===== src/rtl/conv_layer_sched_if.sv =====
// conv_layer_sched_if: engine-side bus between the layer scheduler and the convolution datapath
interface conv_layer_sched_if #(
    parameter int SIZE_address_pix = 13,
    parameter int SIZE_address_wei = 9
);
    logic                        conv_en;
    logic [SIZE_address_pix-1:0] memstartp;
    logic [SIZE_address_wei-1:0] memstartw;
    logic [SIZE_address_pix-1:0] memstartzap;
    logic [4:0]                  lvl;
    logic [1:0]                  slvl;
    logic [4:0]                  filt;
    logic [4:0]                  matrix;
    logic                        bias;
    logic                        globmaxp_en;
    logic                        STOP;
    modport master (
        output conv_en, memstartp, memstartw, memstartzap, lvl, slvl, filt, matrix, bias, globmaxp_en,
        input  STOP
    );
    modport slave (
        input  conv_en, memstartp, memstartw, memstartzap, lvl, slvl, filt, matrix, bias, globmaxp_en,
        output STOP
    );
endinterface


===== src/rtl/conv_layer_sched.sv =====
// conv_layer_sched: walks a conv layer as (group, channel) passes; optional watchdog via CONV_SCHED_WATCHDOG_EN
module conv_layer_sched #(
    parameter int SIZE_address_pix = 13,
    parameter int SIZE_address_wei = 9,
    parameter int GAP_CYCLES       = 1,
    parameter int WD_LIMIT         = 4096
) (
    input  logic                        clk,
    input  logic                        rst,
    input  logic                        start,
    input  logic [4:0]                  in_ch_m1,
    input  logic [4:0]                  grp_m1,
    input  logic [4:0]                  matrix,
    input  logic [9:0]                  matrix2,
    input  logic [SIZE_address_pix-1:0] base_p,
    input  logic [SIZE_address_wei-1:0] base_w,
    input  logic [SIZE_address_pix-1:0] base_zap,
    input  logic                        globmaxp_req,
    conv_layer_sched_if.master          eng,
    output logic                        busy,
    output logic                        done,
    output logic                        err
);
    localparam int P = SIZE_address_pix;
    localparam int W = SIZE_address_wei;
    localparam int GW = GAP_CYCLES > 1 ? $clog2(GAP_CYCLES) : 1;
    typedef enum logic [2:0] {IDLE, LOAD, RUN, GAP, DONE} state_t;
    state_t state, state_nx;
    logic [GW-1:0] gap_cnt;
    logic [4:0] f, c, in_ch_q, grp_q, matrix_q;
    logic [9:0] matrix2_q;
    logic [P-1:0] base_p_q, base_zap_q;
    logic [W-1:0] base_w_q;
    logic gmp_q, gap_last, last_ch, last_pass, wd_trip, clr;
    assign gap_last  = gap_cnt == GW'(GAP_CYCLES - 1);
    assign last_ch   = c == in_ch_q;
    assign last_pass = last_ch && f == grp_q;
    assign clr       = (state == GAP && gap_last && last_pass) || wd_trip;
`ifdef CONV_SCHED_WATCHDOG_EN
    localparam int WW = $clog2(WD_LIMIT + 1);
    logic [WW-1:0] wd_cnt;
    assign wd_trip = state == RUN && !eng.STOP && wd_cnt == WW'(WD_LIMIT - 1);
    // count RUN cycles of the current pass; restarted every LOAD
    always_ff @(posedge clk)
        if (rst || state == LOAD) wd_cnt <= '0;
        else if (state == RUN) wd_cnt <= wd_cnt + WW'(1);
    // abort flag stays set until the next accepted start or rst
    always_ff @(posedge clk)
        if (rst) err <= 1'b0;
        else if (state == IDLE && start) err <= 1'b0;
        else if (wd_trip) err <= 1'b1;
`else
    assign wd_trip = 1'b0;
    assign err     = 1'b0;
`endif
    // state register
    always_ff @(posedge clk)
        state <= rst ? IDLE : state_nx;
    // next state plus the state-decoded strobes
    always_comb begin
        state_nx = state;
        case (state)
            IDLE:    state_nx = start ? LOAD : IDLE;
            LOAD:    state_nx = RUN;
            RUN:     state_nx = wd_trip ? IDLE : eng.STOP ? GAP : RUN;
            GAP:     state_nx = !gap_last ? GAP : last_pass ? DONE : LOAD;
            default: state_nx = IDLE;
        endcase
        eng.conv_en = state == RUN;
        busy        = state == LOAD || state == RUN || state == GAP;
        done        = state == DONE;
    end
    // latched layer configuration, pass counters and gap timer
    always_ff @(posedge clk)
        if (rst) begin
            {f, c, in_ch_q, grp_q, matrix_q, matrix2_q, gmp_q} <= '0;
            {base_p_q, base_zap_q, base_w_q, gap_cnt} <= '0;
        end else begin
            if (state == IDLE && start) begin
                {f, c} <= '0;
                {in_ch_q, grp_q, matrix_q, matrix2_q, gmp_q} <= {in_ch_m1, grp_m1, matrix, matrix2, globmaxp_req};
                {base_p_q, base_zap_q, base_w_q} <= {base_p, base_zap, base_w};
            end
            if (state == GAP && gap_last) begin
                c <= last_ch ? 5'd0 : c + 5'd1;
                f <= last_ch ? f + 5'd1 : f;
            end
            gap_cnt <= state == GAP && !gap_last ? gap_cnt + GW'(1) : '0;
        end
    // per-pass engine controls, registered in LOAD and held through RUN/GAP
    always_ff @(posedge clk)
        if (rst || clr) begin
            {eng.memstartp, eng.memstartw, eng.memstartzap} <= '0;
            {eng.lvl, eng.slvl, eng.filt, eng.matrix, eng.bias, eng.globmaxp_en} <= '0;
        end else if (state == LOAD) begin
            eng.memstartp   <= base_p_q + P'(c) * P'(matrix2_q);
            eng.memstartw   <= base_w_q + W'(f) * (W'(in_ch_q) + W'(1)) + W'(c);
            eng.memstartzap <= base_zap_q + P'(f) * P'(matrix2_q);
            eng.lvl         <= c;
            eng.slvl        <= f[1:0];
            eng.filt        <= grp_q;
            eng.matrix      <= matrix_q;
            eng.bias        <= last_ch;
            eng.globmaxp_en <= gmp_q & last_ch;
        end
endmodule


===== src/flat_wrapper.sv =====
// flat-port wrapper written by rule: the top's interface ports become plain ports
module conv_layer_sched_flat 
#(
    parameter int SIZE_address_pix = 13,
    parameter int SIZE_address_wei = 9,
    parameter int GAP_CYCLES       = 1,
    parameter int WD_LIMIT         = 4096
)
  (clk, rst, start, in_ch_m1, grp_m1, matrix, matrix2, base_p, base_w, base_zap, globmaxp_req, busy, done, err, eng_conv_en, eng_memstartp, eng_memstartw, eng_memstartzap, eng_lvl, eng_slvl, eng_filt, eng_matrix, eng_bias, eng_globmaxp_en, eng_STOP);
  conv_layer_sched_if #(.SIZE_address_pix(SIZE_address_pix), .SIZE_address_wei(SIZE_address_wei)) eng_i ();
  input  logic clk;
  input  logic rst;
  input  logic start;
  input  logic [4:0] in_ch_m1;
  input  logic [4:0] grp_m1;
  input  logic [4:0] matrix;
  input  logic [9:0] matrix2;
  input  logic [SIZE_address_pix-1:0] base_p;
  input  logic [SIZE_address_wei-1:0] base_w;
  input  logic [SIZE_address_pix-1:0] base_zap;
  input  logic globmaxp_req;
  output logic busy;
  output logic done;
  output logic err;
  output wire logic [$bits(eng_i.conv_en)-1:0] eng_conv_en;
  output wire logic [$bits(eng_i.memstartp)-1:0] eng_memstartp;
  output wire logic [$bits(eng_i.memstartw)-1:0] eng_memstartw;
  output wire logic [$bits(eng_i.memstartzap)-1:0] eng_memstartzap;
  output wire logic [$bits(eng_i.lvl)-1:0] eng_lvl;
  output wire logic [$bits(eng_i.slvl)-1:0] eng_slvl;
  output wire logic [$bits(eng_i.filt)-1:0] eng_filt;
  output wire logic [$bits(eng_i.matrix)-1:0] eng_matrix;
  output wire logic [$bits(eng_i.bias)-1:0] eng_bias;
  output wire logic [$bits(eng_i.globmaxp_en)-1:0] eng_globmaxp_en;
  input wire logic [$bits(eng_i.STOP)-1:0] eng_STOP;
  assign eng_conv_en = eng_i.conv_en;
  assign eng_memstartp = eng_i.memstartp;
  assign eng_memstartw = eng_i.memstartw;
  assign eng_memstartzap = eng_i.memstartzap;
  assign eng_lvl = eng_i.lvl;
  assign eng_slvl = eng_i.slvl;
  assign eng_filt = eng_i.filt;
  assign eng_matrix = eng_i.matrix;
  assign eng_bias = eng_i.bias;
  assign eng_globmaxp_en = eng_i.globmaxp_en;
  assign eng_i.STOP = eng_STOP;
  conv_layer_sched #(.SIZE_address_pix(SIZE_address_pix), .SIZE_address_wei(SIZE_address_wei), .GAP_CYCLES(GAP_CYCLES), .WD_LIMIT(WD_LIMIT)) u_core (.clk(clk), .rst(rst), .start(start), .in_ch_m1(in_ch_m1), .grp_m1(grp_m1), .matrix(matrix), .matrix2(matrix2), .base_p(base_p), .base_w(base_w), .base_zap(base_zap), .globmaxp_req(globmaxp_req), .eng(eng_i), .busy(busy), .done(done), .err(err));
endmodule

===== config.mk =====
export PLATFORM = sky130hd
export DESIGN_NAME = conv_layer_sched_flat
export DESIGN_NICKNAME = d
export VERILOG_FILES = /design/src/rtl/conv_layer_sched_if.sv /design/src/rtl/conv_layer_sched.sv /design/src/flat_wrapper.sv
export SDC_FILE = /design/constraint.sdc
export NUM_CORES = 1
export LEC_CHECK = 0
export BUFFER_PORTS_ARGS = -buffer_cell sky130_fd_sc_hd__buf_2
export CAP_MARGIN = 40
export CORE_MARGIN = 4
export CORE_UTILIZATION = 25
export DETAILED_ROUTE_END_ITERATION = 12
export PLACE_DENSITY = 0.41
export SYNTH_ARGS = -nofsm -noshare
export SYNTH_HDL_FRONTEND = slang
export SYNTH_SLANG_ARGS = --single-unit

===== constraint.sdc =====
create_clock -name clk -period 5.05 [get_ports clk]
set_clock_uncertainty 0.15 [all_clocks]
set_input_delay 0.7575 -clock clk [delete_from_list [all_inputs] [get_ports clk]]
set_output_delay 0.7575 -clock clk [all_outputs]
set_load 0.02 [all_outputs]

==> summary.md <==
| Metric | Value |
|---|---|
| Yosys cell types | `49` |
| Gr usage total | `0.142` |
| Inserted Clock Buffers | `17` |
| Row count | `70` |
| Register area share after synthesis | `0.275` |
| P_leak | `5.05 nW` |
| Final worst-path cycle share | `0.917` |
| Worst-path clk slew | `0.06 ns` |
| Slew Viols, Final | `0` |
| Commonest non-fill, non-tap cell in the layout | `nand2_1` |
| CTS Buffer Depth | `2` |
| First-pass GRT wire length | `45200 um` |
| Initial antenna violation count | `1` |
| CTS tree | `built` |
| Top FF cell, synth | `dfxtp_1` |
| Max FO, Critical Path | `5` |
| VDD IR max | `0.000212 V` |
| Vias in the first global route | `7799` |
| Clock Tree Root | `clkbuf_16` |
| Hold-fix buffers, CTS | `0` |
| Ant. Diodes | `0` |
| Drt drc | `0` |
| Hold path startpoint | `u_core.eng.matrix[2]$_SDFFE_PP0P_` |
| Starting Density | `0.255` |
| Core Footprint | `36800 um2` |
| Synth Warn # | `0` |
| Post-Synth XOR/XNOR Area | `0.0472` |
| Async S/R FF share, synth | `0` |
| EDFF count, synth | `0` |
| Vias/cell | `4.39` |
| Area contributors post-synth | `dfxtp_1 28%, fa_1 20%, nand2_1 9.8%` |
| Hold Path End | `u_core.eng.matrix[2]$_SDFFE_PP0P_` |
| Post-synth top area cell | `dfxtp_1` |
| Setup bufs post-CTS | `0` |
| Post-DRT Antenna Nets | `0` |
| Rel. slew slack | `0.471` |
| Synth Cell Area | `9380 um2` |
| GP Congestion | `0.777` |
| Yosys top cell area share | `0.275` |
| Fraction of the mapped netlist area in adder cells | `0.271` |
| Hold Crit Class | `reg -> reg` |
| Remaining Overflow, GRT | `0` |
| Reg2Reg Depth | `17` |
| Initial DRT Pass Iterations | `4` |
| Reg-to-Reg Start | `u_core.in_ch_q[1]$_SDFFE_PP0P_` |
| Die W | `202 um` |
| Post-synthesis sequential element count | `129` |
| Crit start category | `flop` |
| Commonest non-fill, non-tap cells in the layout | `244 x nand2_1, 129 x dfxtp_1, 128 x a21oi_1` |
| RSZ-0062 raised after global routing | `false` |
| Total negative slack | `0 ns` |
| Vias | `7448` |
| Post-Syn Area per Cell | `8.36 um2` |
| Clock Sinks | `129` |
| Multiplexer area fraction after synthesis | `0.00320` |
| Hold path cells | `2` |
| Number of nets in the layout | `1428` |
| Final Setup Violations | `0` |
| Largest family of logic cells by synthesized area | `adder cells` |
| Crit path DAT | `4.84 ns` |
| Setup Crit Path Kind | `reg -> reg` |
| Power per standard cell area | `249 nW/um2` |
| Htree depth | `4` |
| Max-Cap Viols | `0` |
| Min cycle time layout | `4.63 ns` |
| Number of I/O port buffers | `121` |
| Worst slew pin tran | `0.792 ns` |
| Die area | `40700 um2` |
| # IOs | `123` |
| Post-CTS Resized | `0` |
| Compound-cell area share of the yosys netlist | `0.115` |
| Layout cells sized above 1 | `0.148` |
| Finished Core Util | `0.300` |
| Area Growth Syn to Fin | `17.6%` |
| Final WL | `27700 um` |
| Fmax | `0.216 GHz` |
| Initial DRC Count | `386` |
| CP Launch Point | `u_core.in_ch_q[1]$_SDFFE_PP0P_` |
| CP Capture Type | `flop` |
| Status | `complete, no violations` |
| Synth Area in Simple Gates | `0.205` |
| FF-to-FF End | `u_core.eng.memstartw[8]$_SDFFE_PP0P_` |
| Final Hold Fails | `0` |
| Syn Inst Count | `1123` |
| Worst-skew pair later-pin latency | `0.45 ns` |
| R2R Setup Slk | `0.42 ns` |
| Die Y | `202 um` |
| Largest net degree at the start of global routing | `67` |
| Req. time, crit path | `5.26 ns` |
| Wire length per cell | `16.4 um` |
| HPWL after detailed placement | `20700 um` |
==> Yosys cell counts (7+ instances only) <==
| cell | count |
|---|---|
| o21ai_0 | 10 |
| xor2_1 | 13 |
| clkbuf_1 | 45 |
| and2_1 | 85 |
| a21o_1 | 7 |
| nor2b_1 | 7 |
| dfxtp_1 | 129 |
| nand3_1 | 13 |
| xnor2_1 | 33 |
| nand2_1 | 244 |
| nor3_1 | 8 |
| o21ai_1 | 8 |
| a21oi_1 | 128 |
| ha_1 | 56 |
| buf_2 | 18 |
| inv_1 | 119 |
| nor2_1 | 30 |
| fa_1 | 92 |
| a211oi_1 | 11 |
==> worst max path at each step <==
stage / endpoint / slack (ns) / cells after the start
after floorplan: u_core.eng.memstartw[8]$_SDFFE_PP0P_ / 0.68 / 17
after global placement: u_core.eng.memstartw[8]$_SDFFE_PP0P_ / 0.48 / 17
after detailed placement: u_core.eng.memstartw[8]$_SDFFE_PP0P_ / 0.43 / 17
after CTS: u_core.eng.memstartw[8]$_SDFFE_PP0P_ / 0.40 / 17
after global routing: u_core.eng.memstartw[8]$_SDFFE_PP0P_ / 0.08 / 17
final: u_core.eng.memstartw[8]$_SDFFE_PP0P_ / 0.42 / 17
==> stage by stage <==
step           area (um2)  hold WS (ns)  worst slack, ns  power, mW  cells
2_1_floorplan        9390         0.280            0.684       1.40   1124
3_3_place_gp        10400         0.290            0.478       1.56   1662
3_5_place_dp        10500         0.295            0.429       1.56   1664
4_1_cts             11000         0.303            0.399       2.81   1695
5_1_grt             11000         0.315           0.0803       2.90   1695
6_report            11000         0.298            0.419       2.75   1695
==> final cells by class <==
class,count,area (um2)
Sequential cell,129,2580
Timing Repair Buffer,142,808
Fill cell,4022,25800
Tap cell,468,586
Clock buffer,19,433
Clock inverter,12,124
Inverter,119,447
Multi-Input combinational cell,806,6050
==> power breakdown <==
part | switching [mW] | leakage (nW) | internal (mW) | total (mW)
clock network | 0.536 | 0.265 | 0.684 | 1.22
registers | 0.0624 | 1.05 | 1.07 | 1.13
logic | 0.255 | 3.73 | 0.140 | 0.395
total | 0.853 | 5.05 | 1.89 | 2.75
==> layer usage <==
layer	wire length (um)	vias up	share of wire	global-route usage
li1	-	3730	-	-
met1	14000	3583	0.51	0.205
met2	12300	106	0.44	0.216
met3	994	27	0.036	0.0298
met4	365	2	0.013	0.0391
met5	20	-	0.00072	0
==> registers in the layout, summed over array words and instances, names as in the netlist, 9 cells and up <==
signal,cells
u_core.eng.memstartp,13
u_core.base_w_q,9
u_core.eng.memstartw,9
u_core.base_p_q,13
u_core.eng.memstartzap,13
u_core.matrix2_q,10
u_core.base_zap_q,13
==> logic make-up after synthesis <==
group                      Yosys count
buffers and inverters              189
other                                1
xor gates and xnor gates            48
DFF                                129
AOI/OAI and AO/OA                  189
adders and majority gates          148
and+or+nand+nor                    416
muxes                                3
==> critical path, cell delays in order (launching register included) <==
cell and delay [ns]:
dfxtp_1 0.41, ha_1 0.21, nand3_1 0.12, xnor2_2 0.24, nand2_1 0.11, fa_1 0.48, fa_1 0.50, inv_1 0.05
fa_1 0.53, inv_1 0.05, fa_1 0.50, inv_1 0.04, ha_1 0.32, o21ai_1 0.09, o21ai_0 0.31, a21oi_4 0.09
xnor2_1 0.13, a211oi_2 0.20
Power figures use the tool's default switching activity.
